### src/rtl/clk_gate_pkg.sv
// rtl/clk_gate_pkg.sv - state encoding and defaults for the clock-gate enable controller
package clk_gate_pkg;

  // Encoding is visible on gate_state, so the values are fixed.
  typedef enum logic [1:0] {
    ST_OFF   = 2'b00,
    ST_WAKE  = 2'b01,
    ST_ON    = 2'b10,
    ST_DRAIN = 2'b11
  } gate_state_e;

  localparam int unsigned DEF_WAKE_CYCLES = 2;
  localparam int unsigned DEF_IDLE_CYCLES = 8;
  localparam int unsigned WAKE_CNT_W      = 16;

endpackage

### src/rtl/clk_gate_ctrl_if.sv
// rtl/clk_gate_ctrl_if.sv - activity/enable bundle between the gated domain and the gate controller (CLK_GATE_WAKE_CNT_EN adds wake_count)
interface clk_gate_ctrl_if
  import clk_gate_pkg::*;
();

  logic                  wake_req;
  logic                  busy;
  logic                  CLK_EN;
  logic                  clk_ready;
  logic [1:0]            gate_state;
`ifdef CLK_GATE_WAKE_CNT_EN
  logic [WAKE_CNT_W-1:0] wake_count;
`endif

  // Controller side: samples activity, drives the enable and status.
  modport slave (
    input  wake_req,
    input  busy,
    output CLK_EN,
    output clk_ready,
    output gate_state
`ifdef CLK_GATE_WAKE_CNT_EN
    ,
    output wake_count
`endif
  );

  // Requester side: drives activity, observes the enable and status.
  modport master (
    output wake_req,
    output busy,
    input  CLK_EN,
    input  clk_ready,
    input  gate_state
`ifdef CLK_GATE_WAKE_CNT_EN
    ,
    input  wake_count
`endif
  );

endinterface

### src/rtl/clk_gate_ctrl.sv
// rtl/clk_gate_ctrl.sv - enable-side FSM for CLK_GATE with settle and idle hysteresis (CLK_GATE_WAKE_CNT_EN adds a saturating wake counter)
module clk_gate_ctrl
  import clk_gate_pkg::*;
#(
  parameter int unsigned WAKE_CYCLES = DEF_WAKE_CYCLES,
  parameter int unsigned IDLE_CYCLES = DEF_IDLE_CYCLES,
  parameter int unsigned CNT_WIDTH   = 4
) (
  input  logic            CLK,
  input  logic            RST,
  clk_gate_ctrl_if.slave  bus
);

  // Terminal counts, truncated to the shared counter width.
  localparam logic [CNT_WIDTH-1:0] WAKE_LAST = CNT_WIDTH'(WAKE_CYCLES - 1);
  localparam logic [CNT_WIDTH-1:0] IDLE_LAST = CNT_WIDTH'(IDLE_CYCLES - 1);

  gate_state_e          state_q, state_d;
  logic [CNT_WIDTH-1:0] cnt_q, cnt_d;
  logic                 clk_en_q;
  logic                 clk_ready_q;
  logic                 active;

  assign active = bus.wake_req | bus.busy;

  // Next state and shared counter; the counter restarts on every state entry.
  always_comb begin
    state_d = state_q;
    cnt_d   = cnt_q;
    case (state_q)
      ST_OFF: begin
        if (active) begin
          state_d = ST_WAKE;
          cnt_d   = '0;
        end
      end
      ST_WAKE: begin
        // Settle always completes, even if activity goes away meanwhile.
        if (cnt_q == WAKE_LAST) begin
          state_d = ST_ON;
          cnt_d   = '0;
        end else begin
          cnt_d = cnt_q + 1'b1;
        end
      end
      ST_ON: begin
        if (!active) begin
          state_d = ST_DRAIN;
          cnt_d   = '0;
        end
      end
      ST_DRAIN: begin
        // Re-activation takes priority over the terminal count.
        if (active) begin
          state_d = ST_ON;
          cnt_d   = '0;
        end else if (cnt_q == IDLE_LAST) begin
          state_d = ST_OFF;
          cnt_d   = '0;
        end else begin
          cnt_d = cnt_q + 1'b1;
        end
      end
      default: begin
        state_d = ST_OFF;
        cnt_d   = '0;
      end
    endcase
  end

  // State, counter and Moore outputs decoded from the next state so they are pure flops.
  always_ff @(posedge CLK) begin
    if (!RST) begin
      state_q     <= ST_OFF;
      cnt_q       <= '0;
      clk_en_q    <= 1'b0;
      clk_ready_q <= 1'b0;
    end else begin
      state_q     <= state_d;
      cnt_q       <= cnt_d;
      clk_en_q    <= (state_d != ST_OFF);
      clk_ready_q <= (state_d == ST_ON) || (state_d == ST_DRAIN);
    end
  end

  assign bus.CLK_EN     = clk_en_q;
  assign bus.clk_ready  = clk_ready_q;
  assign bus.gate_state = state_q;

`ifdef CLK_GATE_WAKE_CNT_EN
  logic [WAKE_CNT_W-1:0] wake_cnt_q, wake_cnt_d;

  // Count only cold wake-ups (OFF->WAKE), saturating at all-ones.
  always_comb begin
    wake_cnt_d = wake_cnt_q;
    if ((state_q == ST_OFF) && (state_d == ST_WAKE) && (wake_cnt_q != '1)) begin
      wake_cnt_d = wake_cnt_q + 1'b1;
    end
  end

  // Wake counter register.
  always_ff @(posedge CLK) begin
    if (!RST) begin
      wake_cnt_q <= '0;
    end else begin
      wake_cnt_q <= wake_cnt_d;
    end
  end

  assign bus.wake_count = wake_cnt_q;
`endif

endmodule

### src/flat_wrapper.sv
// flat-port wrapper written by rule: the top's interface ports become plain ports
module clk_gate_ctrl_flat import clk_gate_pkg::*;
#(
  parameter int unsigned WAKE_CYCLES = DEF_WAKE_CYCLES,
  parameter int unsigned IDLE_CYCLES = DEF_IDLE_CYCLES,
  parameter int unsigned CNT_WIDTH   = 4
)
  (CLK, RST, bus_wake_req, bus_busy, bus_CLK_EN, bus_clk_ready, bus_gate_state);
  clk_gate_ctrl_if bus_i ();
  input  logic CLK;
  input  logic RST;
  input wire logic [$bits(bus_i.wake_req)-1:0] bus_wake_req;
  input wire logic [$bits(bus_i.busy)-1:0] bus_busy;
  output wire logic [$bits(bus_i.CLK_EN)-1:0] bus_CLK_EN;
  output wire logic [$bits(bus_i.clk_ready)-1:0] bus_clk_ready;
  output wire logic [$bits(bus_i.gate_state)-1:0] bus_gate_state;
  assign bus_i.wake_req = bus_wake_req;
  assign bus_i.busy = bus_busy;
  assign bus_CLK_EN = bus_i.CLK_EN;
  assign bus_clk_ready = bus_i.clk_ready;
  assign bus_gate_state = bus_i.gate_state;
  clk_gate_ctrl #(.WAKE_CYCLES(WAKE_CYCLES), .IDLE_CYCLES(IDLE_CYCLES), .CNT_WIDTH(CNT_WIDTH)) u_core (.CLK(CLK), .RST(RST), .bus(bus_i));
endmodule
### config.mk
export PLATFORM = sky130hd
export DESIGN_NAME = clk_gate_ctrl_flat
export DESIGN_NICKNAME = d
export VERILOG_FILES = /design/src/rtl/clk_gate_pkg.sv /design/src/rtl/clk_gate_ctrl_if.sv /design/src/rtl/clk_gate_ctrl.sv /design/src/flat_wrapper.sv
export SDC_FILE = /design/constraint.sdc
export NUM_CORES = 1
export LEC_CHECK = 0
export CORE_AREA = 4 4 41 43
export CTS_BUF_LIST = sky130_fd_sc_hd__clkbuf_8
export DETAILED_ROUTE_END_ITERATION = 7
export DIE_AREA = 0 0 45 47
export PLACE_DENSITY = 0.62
export SYNTH_ARGS = -nofsm -noshare
export SYNTH_HDL_FRONTEND = slang
export SYNTH_SLANG_ARGS = --single-unit
### constraint.sdc
create_clock -name CLK -period 1.29 [get_ports CLK]
set_input_delay 0.1935 -clock CLK [delete_from_list [all_inputs] [get_ports CLK]]
set_output_delay 0.1935 -clock CLK [all_outputs]
set_load 0.1 [all_outputs]
==> metrics.txt, run 1 <==
status finished with violations; failing checks setup timing; routed vias/inst 5.30; cts bufs inserted 3; row count 13; crit-path max FO 4; post-synthesis cell count 49; Synth Cell Area 447 um^2; R2R setup slack -0.1 ns; count of cell types in the netlist 33; fmax 0.721 GHz; I/O Buffers 7; LEAKAGE 0.315 nW; Post-Synth XOR/XNOR Area 0.0196; first-pass GRT wire length 1.67 mm; Die Width 45 um; Core ar. 0.00130 mm^2; mux cell area share after synthesis 0; hold_ws 0.503 ns; CTS max path bufs 2; Synth Area in Compound Gates 0.246; Post-route DRC 0; synth warn 0; routability-driven placement congestion ratio 0.726; initial antenna violation count 0; diodes inserted 0; VDD IR max 0.441 mV; DIE HEIGHT 47 um; filler instances 114; main combinational cell family by area after synthesis simple AND/OR/NAND/NOR gates; endpoint class of the critical path flip-flop; global route overflow 0; TritonCTS clock tree yes; total track usage 0.115; Total Die Area 0.00212 mm^2; clock skew 0.00540 ns; Max Cap Viol 0; Worst EP required 1.45 ns; Hold Crit Class in -> reg; Final Max Slew Viols 0; DP Wirelength 708 um; hold violation count in the final report 0; post-synthesis adder-cell area fraction 0.0560; clock slew at reported path FFs 0.05 ns; io pins 8; layout cells sized above 1 0.455; Worst-Skew Late Latency 0.23 ns; count of state elements after synthesis 8; Worst slew margin 0.806; fin area 736 um^2; pre-CTS setup slack -0.222 ns; RSZ-0062 raised after global routing yes; Routed WL 1.09 mm; Worst Slack Setup Final -0.0966 ns; placed inst area 624 um^2; CP startpoint kind flip-flop; antenna violation net count after detailed routing 0; Final Critical Period 1.39 ns; CTS root buf clkbuf_8; simple-gate area share of the yosys netlist 0.275; total clock sinks 8; largest net degree at the start of global routing 13; DR iter-0 viols 18; sequential-to-total area share from yosys stat 0.359; worst-margin pin slew 0.290 ns; Setup CP Type reg -> reg; period utilization 1.07; H-tree depth 1; vias in the first global route 386; fin util 0.565; syn avg cell area 9.12 um^2; worst path arrival time 1.55 ns; First-pass DRT Iterations 4; Setup TNS -0.178 ns; syn nets 55; final net count 73; post-route non-filler standard cell count 81; total power 0.868 mW; Area Growth Syn to Fin 64.7%; endpoints failing setup 2; placed insts 76; pwr dens 1180 mW/mm^2; routed len/inst 13.4 um; Starting Density 0.343; routed vias 429
[synthesized netlist by cell type (all sizes together)]
master   number  share of area
a2bb2oi       1          0.020
o211a         2          0.045
or3           1          0.014
ha            2          0.056
and3b         1          0.020
and4bb        1          0.028
nor2          1         0.0084
nand2         2          0.017
a211oi        1          0.017
and2          1          0.014
nor3          1          0.011
o2bb2ai       1          0.020
nand2b        1          0.014
or3b          1          0.020
o21ai         4          0.045
a22oi         1          0.017
a21oi         2          0.031
nand3         4          0.045
nand4bb       1          0.025
dfxtp         8           0.36
a21boi        1          0.017
o32a          1          0.022
nor3b         1          0.017
inv           2          0.017
buf           2          0.028
nor2b         2          0.028
xor2          1          0.020
a31oi         1          0.014
nand4         1          0.014
[cell families after synthesis]
| logic type | Yosys count |
|---|---|
| flops | 8 |
| fa+ha+maj | 2 |
| compound gates | 15 |
| xor+xnor | 1 |
| simple gates | 19 |
| buf+inv | 4 |
[worst paths after layout]
path,cells past startpoint,endpoint,startpoint
min reg2reg,2,u_core.cnt_q[2],u_core.cnt_q[2]
max reg2reg,5,u_core.cnt_q[1],u_core.cnt_q[0]
max,5,u_core.cnt_q[1],u_core.cnt_q[0]
min,4,u_core.bus.CLK_EN,bus_wake_req
[sequential cells by signal, summed over array words and instances (netlist names)]
register               flops
u_core.bus.CLK_EN          1
u_core.bus.gate_state      2
u_core.bus.clk_ready       1
u_core.cnt_q               4
[power breakdown]
part	switching [mW]	internal [mW]	total, mW
Clock	0.114	0.207	0.321
Combinational	0.139	0.114	0.253
Sequential	0.0281	0.266	0.294
[critical path, stage by stage (launching register included)]
cell and delay [ns]:
dfxtp_2 0.35, ha_4 0.17, nor3b_2 0.15, o32a_1 0.39, a2bb2oi_1 0.15, nor2b_1 0.11
[placed cells by master (no fill, tap or decap), drive strengths merged]
| cell type | n |
|---|---|
| and2 | 1 |
| nand3 | 4 |
| or3b | 1 |
| a31oi | 1 |
| and3b | 1 |
| ha | 2 |
| nand2 | 2 |
| o211a | 2 |
| buf | 12 |
| nand4 | 1 |
| dfxtp | 8 |
| and4bb | 1 |
| nand2b | 1 |
| dlymetal6s2s | 1 |
| a22oi | 1 |
| or3 | 1 |
| a21oi | 2 |
| nor2 | 1 |
| nor3b | 1 |
| clkbuf | 3 |
| nand4bb | 1 |
| a2bb2oi | 1 |
| nor2b | 2 |
| a21boi | 1 |
| clkdlybuf4s50 | 2 |
| xor2 | 1 |
| a211oi | 1 |
| nor3 | 1 |
| o21ai | 4 |
| o2bb2ai | 1 |
| inv | 3 |
| o32a | 1 |
[metal layers]
layer  up-vias  track usage  part of all wire
met2        19        0.161              0.45
met5         -            0                 0
met1       188        0.141              0.47
met4         0       0.0877            0.0074
li1        220            -                 -
met3         2       0.0460             0.075
[repair_timing]
action,CTS,global route
hold buffers,0,0
pin swaps,1,3
cloned,0,0
setup buffers,0,1
setup endpoints to repair,3,8
gates resized for setup,3,11
[cell type report]
type / count / area, um^2 / area share
Inverter: 2 / 7.51 / 0.0102
Multi-Input combinational cell: 37 / 318 / 0.432
Clock inverter: 1 / 3.75 / 0.00510
Timing Repair Buffer: 15 / 176 / 0.240
Clock buffer: 3 / 41.3 / 0.0561
Sequential cell: 8 / 170 / 0.231
Tap cell: 15 / 18.8 / 0.0255
No activity file was read; power rests on OpenSTA's default activity.
==> run 2, diff against run 1 <==
- CTS_CLUSTER_DIAMETER: unset -> 80
==> results of run 2 <==
No change in the layout: final DEF, timing and power equal those of run 1.
==> run 3, diff against run 2 <==
- MAX_ROUTING_LAYER: unset -> met4
==> metrics.txt, run 3 (synthesis gave the netlist of run 1 again) <==
Hold Crit Class in -> reg; endpoint class of the critical path flip-flop; pre-CTS setup slack -0.222 ns; clock skew 0.00377 ns; Area Growth Syn to Fin 64.7%; share of power burned in registers 0.339; internal power 0.587 mW; post-route non-filler standard cell count 81; RSZ-0062 raised after global routing yes; period utilization 1.08; fmax 0.721 GHz; DR iter-0 viols 10; Setup CP Type reg -> reg; DP Wirelength 708 um; pwr dens 1180 mW/mm^2; io pins 8; routability-driven placement congestion ratio 0.735; CTS max path bufs 2; Total Die Area 0.00212 mm^2; endpoints failing setup 3; cts bufs inserted 3; status finished with violations; Core ar. 0.00130 mm^2; vias in the first global route 385; Worst-Skew Late Latency 0.23 ns; H-tree depth 1; hold_ws 0.503 ns; Starting Density 0.343; DIE HEIGHT 47 um; clock group share of total power 0.368; failing checks setup timing; routed len/inst 13.4 um; switching pwr 0.278 mW; Hold Crit Depth 4; commonest non-fill, non-tap cell in the layout buf_4; total power 0.865 mW; total track usage 0.119; first-pass GRT wire length 1.67 mm; row count 13; global route overflow 0; diodes inserted 0; initial antenna violation count 0; Die Width 45 um; VDD IR max 0.444 mV; Worst EP required 1.45 ns; filler instances 114; largest register by flop count u_core.cnt_q; I/O Buffers 7; Setup TNS -0.178 ns; First-pass DRT Iterations 4; Max Cap Viol 0; placed insts 76; antenna violation net count after detailed routing 0; R2R cell count 5; routed vias 437; total clock sinks 8; Post-route DRC 0; Sw Ratio 0.322; routed vias/inst 5.40; Worst slew margin 0.801; CTS root buf clkbuf_8; Final Max Slew Viols 0; CP startpoint kind flip-flop; Final Critical Period 1.39 ns; TritonCTS clock tree yes; clock slew at reported path FFs 0.05 ns; layout cells sized above 1 0.455; worst-margin pin slew 0.298 ns; Logic pwr share 0.293; LEAKAGE 0.315 nW; Hold Buf Count CTS 0; Worst Slack Setup Final -0.0971 ns; final net count 73; Routed WL 1.08 mm; hold violation count in the final report 0; most frequent cells in the layout buf_4 (7), nand3_1 (4), buf_12 (4), dfxtp_1 (4), clkbuf_8 (3); crit-path max FO 4; worst path arrival time 1.55 ns; largest net degree at the start of global routing 13; max reg flops 4
[run 3: cell counts in the layout (fill, tap and decap cells not counted)]
No cell type changed its count.
[run 3: per-layer routing]
metal  share of wire  GRT usage  wire (um)
met4           0.019     0.0877         21
met1            0.46      0.141        503
met3           0.073     0.0460         79
met5               0          -          0
met2            0.44      0.161        478
[run 3: critical path, stage by stage (launching register included)]
cell and delay (ns):
dfxtp_2 0.35, ha_4 0.18, nor3b_2 0.15, o32a_1 0.39
a2bb2oi_1 0.15, nor2b_1 0.11
[run 3: through the flow]
step | cell area [um^2] | util
4_1_cts | 676 | 0.519
5_1_grt | 736 | 0.565
3_5_place_dp | 624 | 0.480
2_1_floorplan | 462 | -
3_3_place_gp | 624 | 0.480
6_report | 736 | 0.565
[run 3: final cells by class]
type                    instances  area, um^2  share of cell area
clock inverters                 1        3.75             0.00510
clock buffers                   3        41.3              0.0561
well taps                      15        18.8              0.0255
inverters                       2        7.51              0.0102
multi-input cells              37         318               0.432
flip-flops and latches          8         170               0.231
repair buffers                 15         176               0.240
[run 3: worst paths after layout]
| path | startpoint | to | slack [ns] |
|---|---|---|---|
| max | u_core.cnt_q[0] | u_core.cnt_q[1] | -0.1 |
| min | bus_wake_req | u_core.bus.CLK_EN | 0.50 |
| max reg2reg | u_core.cnt_q[0] | u_core.cnt_q[1] | -0.1 |
| min reg2reg | u_core.cnt_q[2] | u_core.cnt_q[2] | 0.60 |
[run 3: power by group through the flow]
stage | sequential [mW] | clock [mW] | combinational [mW]
2_1_floorplan | 0.356 | 0 | 0.0825
3_3_place_gp | 0.293 | 0 | 0.227
3_5_place_dp | 0.293 | 0 | 0.229
4_1_cts | 0.289 | 0.326 | 0.231
5_1_grt | 0.296 | 0.335 | 0.267
6_report | 0.294 | 0.318 | 0.253
[run 3: repair_timing]
item | CTS | global route
endpoints found under the setup margin | 3 | 8
hold endpoints to repair | 0 | 0
pin swaps | 1 | 3
setup buffers | 0 | 1
resized for setup | 3 | 11
